`src/rtl/mlp_mac_feeder_pkg.sv`:
```
// Shared definitions for the MLP layer operand sequencer.
// FSM encodings, default widths and the clog2-with-floor-1 helper.
package mlp_mac_feeder_pkg;

  localparam int A_W_DEF   = 8;
  localparam int B_W_DEF   = 8;
  localparam int ACC_W_DEF = 32;
  localparam int N_IN_DEF  = 4;
  localparam int N_OUT_DEF = 3;

  typedef enum logic [2:0] {
    S_IDLE,
    S_FETCH,
    S_STREAM,
    S_DRAIN,
    S_EMIT,
    S_FINISH
  } state_t;

  function automatic int clog2m1(input int n);
    return (n > 1) ? $clog2(n) : 1;
  endfunction

endpackage

```
`src/rtl/mlp_mac_feeder_if.sv`:
```
// Result port of the MLP operand sequencer.
// Carries one accumulated neuron sum with its index under valid/ready.
interface mlp_mac_feeder_if
  import mlp_mac_feeder_pkg::*;
#(
  parameter int ACC_WIDTH = ACC_W_DEF,
  parameter int YI_W      = clog2m1(N_OUT_DEF)
);

  logic                        y_valid;
  logic                        y_ready;
  logic signed [ACC_WIDTH-1:0] y_data;
  logic        [YI_W-1:0]      y_idx;

  modport master (
    output y_valid,
    output y_data,
    output y_idx,
    input  y_ready
  );

  modport slave (
    input  y_valid,
    input  y_data,
    input  y_idx,
    output y_ready
  );

endinterface

```
`src/rtl/mlp_mac_feeder.sv`:
```
// Operand sequencer feeding x[i] and w[j][i] into the layer MAC.
// Captures each neuron sum and hands it out on a valid/ready port.
module mlp_mac_feeder
  import mlp_mac_feeder_pkg::*;
#(
  parameter int A_WIDTH   = A_W_DEF,
  parameter int B_WIDTH   = B_W_DEF,
  parameter int ACC_WIDTH = ACC_W_DEF,
  parameter int N_IN      = N_IN_DEF,
  parameter int N_OUT     = N_OUT_DEF,
  parameter int XA_W      = clog2m1(N_IN),
  parameter int WA_W      = clog2m1(N_IN * N_OUT),
  parameter int YI_W      = clog2m1(N_OUT)
) (
  input  logic                        clk,
  input  logic                        rst_n,
  input  logic                        cmd_start,
  output logic                        busy,
  output logic                        done,
  output logic        [XA_W-1:0]      x_addr,
  input  logic signed [A_WIDTH-1:0]   x_rdata,
  output logic        [WA_W-1:0]      w_addr,
  input  logic signed [B_WIDTH-1:0]   w_rdata,
  output logic                        mac_start,
  output logic                        mac_valid,
  output logic signed [A_WIDTH-1:0]   mac_a,
  output logic signed [B_WIDTH-1:0]   mac_b,
  input  logic signed [ACC_WIDTH-1:0] mac_result,
  mlp_mac_feeder_if.master            y
);

  localparam logic [XA_W-1:0] I_LAST = XA_W'(N_IN - 1);
  localparam logic [YI_W-1:0] J_LAST = YI_W'(N_OUT - 1);

  state_t state, state_nxt;

  logic [XA_W-1:0] i;
  logic [YI_W-1:0] j;
  logic            last_i;
  logic            last_j;
  logic            hs;
  logic            more_addr;

  assign last_i    = (i == I_LAST);
  assign last_j    = (j == J_LAST);
  assign hs        = y.y_valid & y.y_ready;
  assign more_addr = (int'(i) + 2) < N_IN;

  assign mac_a = x_rdata;
  assign mac_b = w_rdata;

  always_ff @(posedge clk or negedge rst_n) begin
    if (!rst_n) state <= S_IDLE;
    else        state <= state_nxt;
  end

  always_comb begin
    state_nxt = state;
    unique case (state)
      S_IDLE:   if (cmd_start) state_nxt = S_FETCH;
      S_FETCH:  state_nxt = S_STREAM;
      S_STREAM: if (last_i) state_nxt = S_DRAIN;
      S_DRAIN:  state_nxt = S_EMIT;
      S_EMIT:   if (hs) state_nxt = last_j ? S_FINISH : S_FETCH;
      S_FINISH: state_nxt = S_IDLE;
      default:  state_nxt = S_IDLE;
    endcase
  end

  // Addresses run one element ahead of the MAC flags to hide read latency
  always_ff @(posedge clk or negedge rst_n) begin
    if (!rst_n) begin
      busy      <= 1'b0;
      done      <= 1'b0;
      mac_start <= 1'b0;
      mac_valid <= 1'b0;
      x_addr    <= '0;
      w_addr    <= '0;
      i         <= '0;
      j         <= '0;
      y.y_valid <= 1'b0;
      y.y_data  <= '0;
      y.y_idx   <= '0;
    end else begin
      done      <= 1'b0;
      mac_start <= 1'b0;
      mac_valid <= 1'b0;
      unique case (state)
        S_IDLE: begin
          if (cmd_start) begin
            busy   <= 1'b1;
            i      <= '0;
            j      <= '0;
            x_addr <= '0;
            w_addr <= '0;
          end
        end
        S_FETCH: begin
          i         <= '0;
          mac_start <= 1'b1;
          if (N_IN > 1) begin
            x_addr <= x_addr + 1'b1;
            w_addr <= w_addr + 1'b1;
          end
        end
        S_STREAM: begin
          mac_valid <= !last_i;
          if (!last_i) i <= i + 1'b1;
          if (more_addr) begin
            x_addr <= x_addr + 1'b1;
            w_addr <= w_addr + 1'b1;
          end
        end
        S_DRAIN: begin
          y.y_data  <= mac_result;
          y.y_idx   <= j;
          y.y_valid <= 1'b1;
        end
        S_EMIT: begin
          if (hs) begin
            y.y_valid <= 1'b0;
            if (last_j) begin
              done <= 1'b1;
              busy <= 1'b0;
            end else begin
              j      <= j + 1'b1;
              x_addr <= '0;
              w_addr <= w_addr + 1'b1;
            end
          end
        end
        S_FINISH: ;
        default: ;
      endcase
    end
  end

endmodule

```
`src/flat_wrapper.sv`:
```
// flat-port wrapper written by rule: the top's interface ports become plain ports
module mlp_mac_feeder_flat import mlp_mac_feeder_pkg::*;
#(
  parameter int A_WIDTH   = A_W_DEF,
  parameter int B_WIDTH   = B_W_DEF,
  parameter int ACC_WIDTH = ACC_W_DEF,
  parameter int N_IN      = N_IN_DEF,
  parameter int N_OUT     = N_OUT_DEF,
  parameter int XA_W      = clog2m1(N_IN),
  parameter int WA_W      = clog2m1(N_IN * N_OUT),
  parameter int YI_W      = clog2m1(N_OUT)
)
  (clk, rst_n, cmd_start, busy, done, x_addr, x_rdata, w_addr, w_rdata, mac_start, mac_valid, mac_a, mac_b, mac_result, y_y_valid, y_y_data, y_y_idx, y_y_ready);
  mlp_mac_feeder_if #(.ACC_WIDTH(ACC_WIDTH), .YI_W(YI_W)) y_i ();
  input  logic clk;
  input  logic rst_n;
  input  logic cmd_start;
  output logic busy;
  output logic done;
  output logic        [XA_W-1:0] x_addr;
  input  logic signed [A_WIDTH-1:0] x_rdata;
  output logic        [WA_W-1:0] w_addr;
  input  logic signed [B_WIDTH-1:0] w_rdata;
  output logic mac_start;
  output logic mac_valid;
  output logic signed [A_WIDTH-1:0] mac_a;
  output logic signed [B_WIDTH-1:0] mac_b;
  input  logic signed [ACC_WIDTH-1:0] mac_result;
  output wire logic [$bits(y_i.y_valid)-1:0] y_y_valid;
  output wire logic [$bits(y_i.y_data)-1:0] y_y_data;
  output wire logic [$bits(y_i.y_idx)-1:0] y_y_idx;
  input wire logic [$bits(y_i.y_ready)-1:0] y_y_ready;
  assign y_y_valid = y_i.y_valid;
  assign y_y_data = y_i.y_data;
  assign y_y_idx = y_i.y_idx;
  assign y_i.y_ready = y_y_ready;
  mlp_mac_feeder #(.A_WIDTH(A_WIDTH), .B_WIDTH(B_WIDTH), .ACC_WIDTH(ACC_WIDTH), .N_IN(N_IN), .N_OUT(N_OUT), .XA_W(XA_W), .WA_W(WA_W), .YI_W(YI_W)) u_core (.clk(clk), .rst_n(rst_n), .cmd_start(cmd_start), .busy(busy), .done(done), .x_addr(x_addr), .x_rdata(x_rdata), .w_addr(w_addr), .w_rdata(w_rdata), .mac_start(mac_start), .mac_valid(mac_valid), .mac_a(mac_a), .mac_b(mac_b), .mac_result(mac_result), .y(y_i));
endmodule
```
`config.mk`:
```
export PLATFORM = sky130hd
export DESIGN_NAME = mlp_mac_feeder_flat
export DESIGN_NICKNAME = d
export VERILOG_FILES = /design/src/rtl/mlp_mac_feeder_pkg.sv /design/src/rtl/mlp_mac_feeder_if.sv /design/src/rtl/mlp_mac_feeder.sv /design/src/flat_wrapper.sv
export SDC_FILE = /design/constraint.sdc
export NUM_CORES = 1
export LEC_CHECK = 0
export BUFFER_PORTS_ARGS = -buffer_cell sky130_fd_sc_hd__buf_2
export CORE_MARGIN = 2
export CORE_UTILIZATION = 40
export CTS_CLUSTER_DIAMETER = 30
export CTS_CLUSTER_SIZE = 25
export DETAILED_ROUTE_END_ITERATION = 12
export HOLD_SLACK_MARGIN = 0.06
export PLACE_DENSITY = 0.68
export SYNTH_ARGS = -nofsm -noshare
export SYNTH_HDL_FRONTEND = slang
export SYNTH_SLANG_ARGS = --single-unit
```
`constraint.sdc`:
```
create_clock -name clk -period 2 [get_ports clk]
set_clock_uncertainty 0.2 [all_clocks]
set_input_delay 0.4 -clock clk [delete_from_list [all_inputs] [get_ports clk]]
set_output_delay 0.4 -clock clk [all_outputs]
set_load 0.02 [all_outputs]
```
==> impl_metrics.csv, run 1 <==
group,metric,value,unit
logic_synthesis,ys_types,34,
cts,clockRootBuffer,"clkbuf_8",
place,postPlaceCellArea,2699,um^2
cts,cts_tree,"yes",
setup_path,critPathArrivalTime,1.82,ns
floorplan,coreArea,5540,um^2
place,port_buffers,80,
floorplan,die_x,79.93,um
cts,cts_hold_buf,1,
power,p_leak,0.001370,uW
logic_synthesis,yosysSeqAreaShare,0.5643,
cts,cts_max_path_buffers,2,
sta,worst_slew_pin_slew,0.4322,ns
sta,maxSlewViolCount,0,
power,max-vdd-ir-drop,0.0003075,V
logic_synthesis,synth_edf_count,0,
route,dr.pass1.iters,4,
cts,cts_buffers,5,
floorplan,row_count,27,
setup_path,worst_setup_path_start_kind,"register",
global_routing,track_usage,0.1351,
global_routing,first_global_vias,1477,
logic_synthesis,syn-mean-instance-area,12.67,um^2
global_routing,grt_overflow_total,0,
sta,rsz0062_at_grt,"false",
layout,layout.nets,309,
sta,finalSetupTns,0,ns
floorplan,die_area,6388,um^2
route,routedWlPerCell,12.51,um
route,drc,0,
layout,drive_gt1_frac,0.4118,
sta,finalHoldWorstSlack,0.1012,ns
status,status,"finished clean",
job,drv_cap,0,
route,via_count,1554,
logic_synthesis,syn_nets,237,
setup_path,crit_type,"reg -> reg",
sta,max_slew_margin,0.7119,
logic_synthesis,async_flop_share,1.000,
layout,syn_to_final_growth,21.70,%
cts,cts_resized,0,
cts,numClockSinks,52,
route,postRouteAntennaNets,0,
logic_synthesis,ys_ff_latch,52,
route,viasPerCell,4.752,
cts,clk_pin_slew,0.09,ns
logic_synthesis,synth_flop_cell,"dfrtp_1",
setup_path,worst_setup_path_end_kind,"register",
floorplan,start_util,0.4162,
logic_synthesis,syn_area,2306,um^2
layout,n_antenna_cell,0,
place,gp_routability_congestion,0.7336,
layout,nFillCells,508,
floorplan,io_pins,113,
cts,h-tree-depth,2,
cts,cts_setup_buffers,0,
logic_synthesis,synth_cells,182,
floorplan,die-height,79.93,um
route,drt_wl_total,4092,um
global_routing,grt_max_degree,38,
sta,fmax,556.5,MHz
global_routing,grt_antenna_before_repair,0,
logic_synthesis,ys_warn_count,0,
setup_path,critical_path_required,2.02,ns
place,dp_hpwl,3076,um
sta,setup_viol,0,
cts,clock_latency,0.30,ns
layout,post-route-cell-area,2806,um^2
sta,fin_crit,1.797,ns
route,drtIter0Drc,28,
sta,finalHoldViolCount,0,
power,power.density,669.1,nW/um^2
worst_hold_path,hold_path.class,"in -> reg",
setup_path,crit_fanout,6,
global_routing,grt_pass1_wl,6734,um
sta,post-route-period-util,0.8985,
flip-flops by register name, indices dropped and copies added, names as in the netlist:
| signal | flops |
|---|---|
| u_core.busy | 1 |
| u_core.done | 1 |
| u_core.i | 2 |
| u_core.j | 2 |
| u_core.mac_start | 1 |
| u_core.mac_valid | 1 |
| u_core.state | 3 |
| u_core.w_addr | 4 |
| u_core.x_addr | 2 |
| u_core.y.y_data | 32 |
| u_core.y.y_idx | 2 |
| u_core.y.y_valid | 1 |
synth_stat cells (all sizes together), types with 2 or more instances:
cell | count | area [um^2]
buf | 23 | 162.7
nand2 | 9 | 36.29
inv | 6 | 22.52
nor2 | 9 | 33.78
nand3 | 7 | 35.03
nor2b | 3 | 18.77
o21ai | 7 | 35.03
nand4 | 2 | 12.51
mux2i | 2 | 20.02
nand2b | 2 | 12.51
a21oi | 2 | 10.01
dfrtp | 52 | 1301
and3b | 2 | 17.52
o31ai | 4 | 30.03
ha | 3 | 37.54
mux2 | 34 | 382.9
o211ai | 2 | 15.01
placed cells by master, fill, tap and decap left out, types with 2 or more instances in the layout:
cell type	synthesis	routed
buf_2	4	80
dfrtp_1	52	52
mux2_1	28	28
nor2_1	9	9
nand2_1	8	8
nand3_1	7	7
inv_1	6	6
mux2_2	6	6
clkbuf_8	0	6
buf_4	19	6
o21ai_1	4	4
o31ai_1	4	4
nor2b_1	3	3
o21ai_0	3	3
ha_1	3	3
nand2b_1	2	2
mux2i_1	2	2
a21oi_1	2	2
nand4_1	2	2
o211ai_1	2	2
and3b_1	2	2
clkinvlp_4	0	2
power by group:
part,internal (uW),total (uW),switching (uW)
Sequential,1080,1100,13.8
Clock,280,616,335
Combinational,70.8,164,93.5
Total,1440,1880,442
per-stage QoR:
| step | total power [uW] | cells | util | worst slack (ns) |
|---|---|---|---|---|
| 2_1_floorplan | 1236 | 182 | - | 0.2861 |
| 3_3_place_gp | 1284 | 318 | 0.4871 | 0.2821 |
| 3_5_place_dp | 1287 | 318 | 0.4871 | 0.2126 |
| 4_1_cts | 1919 | 327 | 0.5065 | 0.1965 |
| 5_1_grt | 1986 | 327 | 0.5065 | 0.06196 |
| 6_report | 1878 | 327 | 0.5065 | 0.2030 |
kinds of logic (layout without fill, tap and decap cells):
group                    Yosys count  count (layout)  synth area share
flip-flops                        52              52            0.5643
AND/OR/NAND/NOR                   38              38           0.08790
multiplexers                      36              36            0.1747
buffers and inverters             29             102           0.08030
AO/OA/AOI/OAI                     23              23           0.07271
adder cells (fa/ha/maj)            3               3           0.01628
XOR/XNOR                           1               1          0.003799
worst paths after layout:
kind,end,slack (ns),cells past startpoint,startpoint
worst max register to register,u_core.x_addr[0],0.20,6,u_core.j[0]
worst min register to register,u_core.i[0],0.28,1,u_core.i[0]
min in group asynchronous,u_core.y.y_data[12],0.34,2,rst_n
max in group asynchronous,u_core.busy,0.75,3,rst_n
worst max-delay path,u_core.x_addr[0],0.20,6,u_core.j[0]
worst min-delay path,u_core.y.y_data[15],0.10,2,mac_result[15]
final cells by class:
type | count | area, um^2 | area share
sequential | 52 | 1301 | 0.4637
multi-input combinational | 101 | 819.5 | 0.2920
timing repair buffer | 88 | 475.5 | 0.1694
tap | 72 | 90.09 | 0.03210
clock buffer | 6 | 82.58 | 0.02942
inverter | 6 | 22.52 | 0.008025
clock inverter | 2 | 15.01 | 0.005350
routing by layer:
metal  track usage  routed length, um  share of wire  up-vias
li1              -                  -              -      760
met1        0.1642               1847           0.45      730
met5             0                  0              0        -
met2        0.2267               1913           0.47       56
met4       0.04576                 34         0.0083        0
met3       0.04186                297          0.073        8
critical path, cell delays in order (launching register included):
cell	delay, ns
dfrtp_1	0.38
inv_1	0.08
ha_1	0.22
o21a_1	0.18
o32ai_2	0.25
and2_4	0.25
mux2i_1	0.17
Power figures use the tool's default switching activity.
==> run 2: changes to the inputs <==
--- a/config.mk
+++ b/config.mk
@@ -7,12 +7,14 @@
 export LEC_CHECK = 0
 export BUFFER_PORTS_ARGS = -buffer_cell sky130_fd_sc_hd__buf_2
 export CORE_MARGIN = 2
-export CORE_UTILIZATION = 40
+export CORE_UTILIZATION = 47
+export CTS_BUF_LIST = sky130_fd_sc_hd__clkbuf_8
 export CTS_CLUSTER_DIAMETER = 30
 export CTS_CLUSTER_SIZE = 25
 export DETAILED_ROUTE_END_ITERATION = 12
 export HOLD_SLACK_MARGIN = 0.06
-export PLACE_DENSITY = 0.68
+export PLACE_DENSITY = 0.79
+export REMOVE_ABC_BUFFERS = 1
 export SYNTH_ARGS = -nofsm -noshare
 export SYNTH_HDL_FRONTEND = slang
 export SYNTH_SLANG_ARGS = --single-unit
==> impl_metrics.csv, run 2 (same netlist as run 1, synthesis figures left out) <==
group,metric,value,unit
setup_path,worst_setup_path_start_kind,"register",
global_routing,grt_util_met2,0.2480,
power,switching_share,0.2409,
floorplan,io_pins,113,
power,intPower,1398,uW
status,status,"finished clean",
layout,layout.nets,310,
setup_path,worst_setup_path_end_kind,"register",
place,gp_routability_congestion,0.8047,
setup_path,cp_slowest_cell,"dfrtp_1",
layout,nFillCells,402,
layout,post-route-cell-area,2786,um^2
cts,clk_pin_slew,0.09,ns
layout,final_cell_mix,"80 x buf_2, 52 x dfrtp_1, 28 x mux2_1, 9 x nor2_1",
floorplan,coreArea,4723,um^2
global_routing,use_met3,0.07182,
power,combinationalPowerShare,0.089,
job,drv_cap,0,
layout,n_antenna_cell,0,
sta,max_slew_margin,0.7218,
power,clockPowerShare,0.314,
route,drc,0,
cts,numClockSinks,52,
sta,fin_crit,1.801,ns
route,viasPerCell,4.978,
global_routing,grt_use_met1,0.2200,
setup_path,reg2regPathDepth,6,
global_routing,track_usage,0.1681,
cts,h-tree-depth,2,
cts,clockRootBuffer,"clkbuf_8",
worst_hold_path,hold_path.class,"in -> reg",
sta,worst_slew_pin_slew,0.4174,ns
route,via_count,1608,
setup_path,cp_cell_sequence,"inv_1, ha_1, o21a_1, o32ai_2, and2_4, mux2i_1",
place,dp_hpwl,3428,um
sta,maxSlewViolCount,0,
route,drtIter0Drc,31,
power,max-vdd-ir-drop,0.0003022,V
power,fin_total_pwr,1841,uW
cts,cts_resized,0,
setup_path,crit_type,"reg -> reg",
route,postRouteAntennaNets,0,
floorplan,start_util,0.4882,
sta,post-route-period-util,0.9005,
layout,final_common_cell,"buf_2",
setup_path,crit_fanout,6,
layout,syn_to_final_growth,20.84,%
sta,rsz0062_at_grt,"false",
layout,drive_gt1_frac,0.4102,
place,postPlaceCellArea,2688,um^2
worst_hold_path,holdPathStages,2,
place,port_buffers,80,
global_routing,grt_antenna_before_repair,0,
setup_path,critPathArrivalTime,1.83,ns
cts,cts_hold_buf,1,
layout,largest_reg_flops,32,
sta,setup_viol,0,
setup_path,slowest_delay,0.38,ns
cts,cts_buffers,5,
route,dr.pass1.iters,4,
global_routing,grt_max_degree,21,
layout,regMostFlops,"u_core.y.y_data",
global_routing,grt_overflow_total,0,
setup_path,critical_path_required,2.03,ns
route,drt_wl_total,4550,um
floorplan,die_x,74.05,um
floorplan,row_count,25,
floorplan,die_area,5483,um^2
cts,cts_setup_buffers,0,
sta,fmax,555.3,MHz
cts,clock_latency,0.30,ns
route,routedWlPerCell,14.09,um
power,power_frac_seq,0.597,
power,power.density,660.8,nW/um^2
layout,top_regs,"u_core.y.y_data (32), u_core.w_addr (4), u_core.state (3)",
power,p_leak,0.001372,uW
cts,cts_tree,"yes",
power,p_switching,443.6,uW
global_routing,grt_busiest_layer,"met2",
global_routing,grt_pass1_wl,6913,um
floorplan,die-height,74.05,um
sta,finalHoldViolCount,0,
sta,finalSetupTns,0,ns
global_routing,first_global_vias,1434,
cts,cts_max_path_buffers,2,
==> run 2: cell types whose count changed in the layout (fill, tap and decap cells not counted) <==
| cell | previous run | this run |
|---|---|---|
| buf_4 | 6 | 8 |
| buf_12 | 1 | 0 |
| clkbuf_8 | 6 | 5 |
| clkinv_4 | 0 | 1 |
| clkinvlp_4 | 2 | 1 |
| inv_1 | 6 | 7 |
==> run 2: layer usage <==
metal  vias to the layer above  share of wire
met5                         -              0
met4                         0          0.013
met3                         7          0.099
met2                        85           0.43
met1                       750           0.46
li1                        766              -
==> run 2: power groups by stage <==
stage          Combinational, uW  Sequential, uW  Clock, uW
6_report                     165            1100        578
2_1_floorplan               24.5            1160          0
5_1_grt                      181            1100        651
3_5_place_dp                 167            1120          0
4_1_cts                      169            1100        604
3_3_place_gp                 163            1120          0
==> run 2: cell type report <==
cell class / instances / area, um^2 / share of cell area
Timing Repair Buffer: 89 / 470.5 / 0.1688
Sequential cell: 52 / 1301 / 0.4670
Clock buffer: 5 / 68.82 / 0.02470
Clock inverter: 3 / 20.02 / 0.007185
Tap cell: 67 / 83.83 / 0.03009
Inverter: 6 / 22.52 / 0.008083
Multi-Input combinational cell: 101 / 819.5 / 0.2941
==> run 2: worst paths after layout <==
check                                   from                   to  slack, ns
min reg2reg                u_core.y.y_idx[0]    u_core.y.y_idx[0]       0.29
max                              u_core.j[0]     u_core.x_addr[0]       0.20
min in group asynchronous              rst_n   u_core.y.y_data[0]       0.32
min                           mac_result[20]  u_core.y.y_data[20]       0.10
max reg2reg                      u_core.j[0]     u_core.x_addr[0]       0.20
max in group asynchronous              rst_n     u_core.w_addr[1]       0.73
==> run 2: through the flow <==
| step | cells | utilization | worst slack (ns) | hold WS, ns |
|---|---|---|---|---|
| 3_5_place_dp | 314 | 0.5690 | 0.2339 | 0.09719 |
| 3_3_place_gp | 314 | 0.5690 | 0.2861 | 0.09958 |
| 6_report | 323 | 0.5899 | 0.1990 | 0.1002 |
| 5_1_grt | 323 | 0.5899 | 0.09038 | 0.08497 |
| 4_1_cts | 323 | 0.5899 | 0.2022 | 0.08862 |
| 2_1_floorplan | 159 | - | 0.007815 | -0.09559 |
==> run 2: worst max-delay path: cells and delay by family (launching register included) <==
| kind | cells | cell delay (ns) |
|---|---|---|
| buffers and inverters | 1 | 0.08 |
| AO/OA/AOI/OAI | 2 | 0.43 |
| multiplexers | 1 | 0.17 |
| AND/OR/NAND/NOR | 1 | 0.25 |
| flip-flops | 1 | 0.38 |
| adder cells (fa/ha/maj) | 1 | 0.23 |
==> run 3: changes to the inputs <==
--- a/config.mk
+++ b/config.mk
@@ -13,7 +13,7 @@
 export CTS_CLUSTER_SIZE = 25
 export DETAILED_ROUTE_END_ITERATION = 12
 export HOLD_SLACK_MARGIN = 0.06
-export PLACE_DENSITY = 0.79
+export PLACE_DENSITY = 0.78
 export REMOVE_ABC_BUFFERS = 1
 export SYNTH_ARGS = -nofsm -noshare
 export SYNTH_HDL_FRONTEND = slang
==> impl_metrics.csv, run 3 (same netlist as run 1, synthesis figures left out) <==
group,metric,value,unit
setup_path,critPathArrivalTime,1.87,ns
worst_hold_path,hold_path.class,"in -> reg",
global_routing,grt_use_met1,0.1856,
worst_hold_path,holdPathStages,2,
sta,finalHoldWorstSlack,0.1032,ns
setup_path,reg2regPathDepth,6,
sta,fin_crit,1.845,ns
global_routing,grt_max_degree,53,
setup_path,cp_cell_sequence,"inv_1, ha_1, o21a_1, o32ai_4, and2_4, mux2i_1",
power,intPower,1526,uW
setup_path,crit_type,"reg -> reg",
status,status,"finished clean",
setup_path,worst_setup_path_start_kind,"register",
layout,final_cell_mix,"80 x buf_2, 52 x dfrtp_1, 28 x mux2_1, 9 x nor2_1, 8 x nand2_1",
layout,drive_gt1_frac,0.4094,
power,power.density,701.4,nW/um^2
place,detailedPlace.worstSlack,0.1473,ns
layout,final_common_cell,"buf_2",
setup_path,slowest_delay,0.39,ns
sta,maxSlewViolCount,0,
route,postRouteAntennaNets,0,
global_routing,grt_busiest_layer,"met2",
setup_path,crit_start,"u_core.j[0]",
cts,clk_pin_slew,0.09,ns
job,drv_cap,0,
global_routing,grt_pass1_wl,6568,um
cts,clockRootBuffer,"clkbuf_8",
global_routing,first_global_vias,1455,
route,routedWlPerCell,13.93,um
cts,cts_buffers,5,
sta,fin_ws,0.1552,ns
setup_path,cp_slowest_cell,"dfrtp_1",
power,clockPowerShare,0.360,
power,p_switching,450.8,uW
setup_path,worst_setup_path_end_kind,"register",
floorplan,die_area,5483,um^2
power,p_leak,0.001378,uW
sta,finalSetupTns,0,ns
global_routing,grt_overflow_total,0,
layout,regArea,1301,um^2
layout,multi_input_area,830.8,um^2
layout,n_antenna_cell,0,
setup_path,critical_path_required,2.03,ns
global_routing,grt_util_met2,0.2520,
sta,post-route-period-util,0.9224,
floorplan,start_util,0.4882,
power,switching_share,0.2281,
floorplan,row_count,25,
global_routing,grt_antenna_before_repair,0,
sta,fmax,542.1,MHz
worst_hold_path,hp-start,"mac_result[2]",
route,viasPerCell,5.125,
sta,worst_slew_pin_slew,0.3340,ns
route,drtIter0Drc,59,
global_routing,use_met3,0.07588,
place,dp_hpwl,3229,um
sta,rsz0062_at_grt,"false",
floorplan,coreArea,4723,um^2
cts,cts_tree,"yes",
global_routing,track_usage,0.1581,
route,drt_wl_total,4470,um
floorplan,io_pins,113,
cts,clock_latency,0.30,ns
layout,syn_to_final_growth,22.19,%
cts,numClockSinks,52,
power,power_frac_seq,0.556,
cts,h-tree-depth,2,
route,via_count,1645,
layout,layout.nets,308,
floorplan,die-height,74.05,um
place,port_buffers,80,
sta,setup_viol,0,
sta,finalHoldViolCount,0,
sta,max_slew_margin,0.7773,
layout,nFillCells,399,
setup_path,rr_startpoint,"u_core.j[0]",
power,combinationalPowerShare,0.084,
layout,top_regs,"u_core.y.y_data (32), u_core.w_addr (4), u_core.state (3)",
route,drc,0,
power,max-vdd-ir-drop,0.0003346,V
cts,cts_max_path_buffers,2,
place,gp_routability_congestion,0.7999,
floorplan,die_x,74.05,um
setup_path,crit_fanout,7,
layout,regMostFlops,"u_core.y.y_data",
route,dr.pass1.iters,4,
layout,largest_reg_flops,32,
## run 3: per-stage QoR
step | util | cell area, um^2 | std cells | total power (uW)
4_1_cts | 0.5942 | 2806 | 321 | 2011
3_5_place_dp | 0.5685 | 2685 | 312 | 1289
5_1_grt | 0.5966 | 2818 | 321 | 2066
2_1_floorplan | - | 2143 | 159 | 1189
6_report | 0.5966 | 2818 | 321 | 1976
3_3_place_gp | 0.5685 | 2685 | 312 | 1285
## run 3: path summary, 6_finish.rpt
path,to,slack (ns)
max,u_core.x_addr[0],0.16
min,u_core.y.y_data[2],0.10
max reg2reg,u_core.x_addr[0],0.16
min reg2reg,u_core.i[0],0.28
max in group asynchronous,u_core.y.y_data[17],0.93
min in group asynchronous,u_core.y.y_data[23],0.42
## run 3: power by group through the flow
stage / clock (uW) / sequential (uW) / combinational, uW
floorplan: 0 / 1160 / 24.5
global placement: 0 / 1120 / 165
detailed placement: 0 / 1120 / 168
CTS: 742 / 1100 / 170
global route: 780 / 1100 / 182
finish: 712 / 1100 / 166
## run 3: worst max-delay path: cells and delay by family (launching register included)
| family | cells | cell delay [ns] |
|---|---|---|
| and+or+nand+nor | 1 | 0.23 |
| muxes | 1 | 0.17 |
| buffers and inverters | 1 | 0.08 |
| adders and majority gates | 1 | 0.28 |
| AOI/OAI and AO/OA | 2 | 0.42 |
| DFF | 1 | 0.39 |
## run 3: layer usage
metal | wire (um) | up-vias
met2 | 2022 | 92
met4 | 52 | 0
met3 | 503 | 6
met5 | 0 | -
met1 | 1892 | 784
li1 | - | 763
## run 3: layout make-up
type | count | share of cell area
Clock buffer | 5 | 0.02442
Clock inverter | 3 | 0.01510
Inverter | 6 | 0.007993
Multi-Input combinational cell | 101 | 0.2948
Sequential cell | 52 | 0.4618
Tap cell | 67 | 0.02975
Timing Repair Buffer | 87 | 0.1661
## run 3: what timing repair did
| item | in CTS | in global routing |
|---|---|---|
| gates resized for setup | 0 | 1 |
| hold buffers | 1 | 0 |
| setup endpoints to repair | 0 | 1 |
| buffers inserted | 0 | 0 |
| hold endpoints to repair | 52 | 0 |
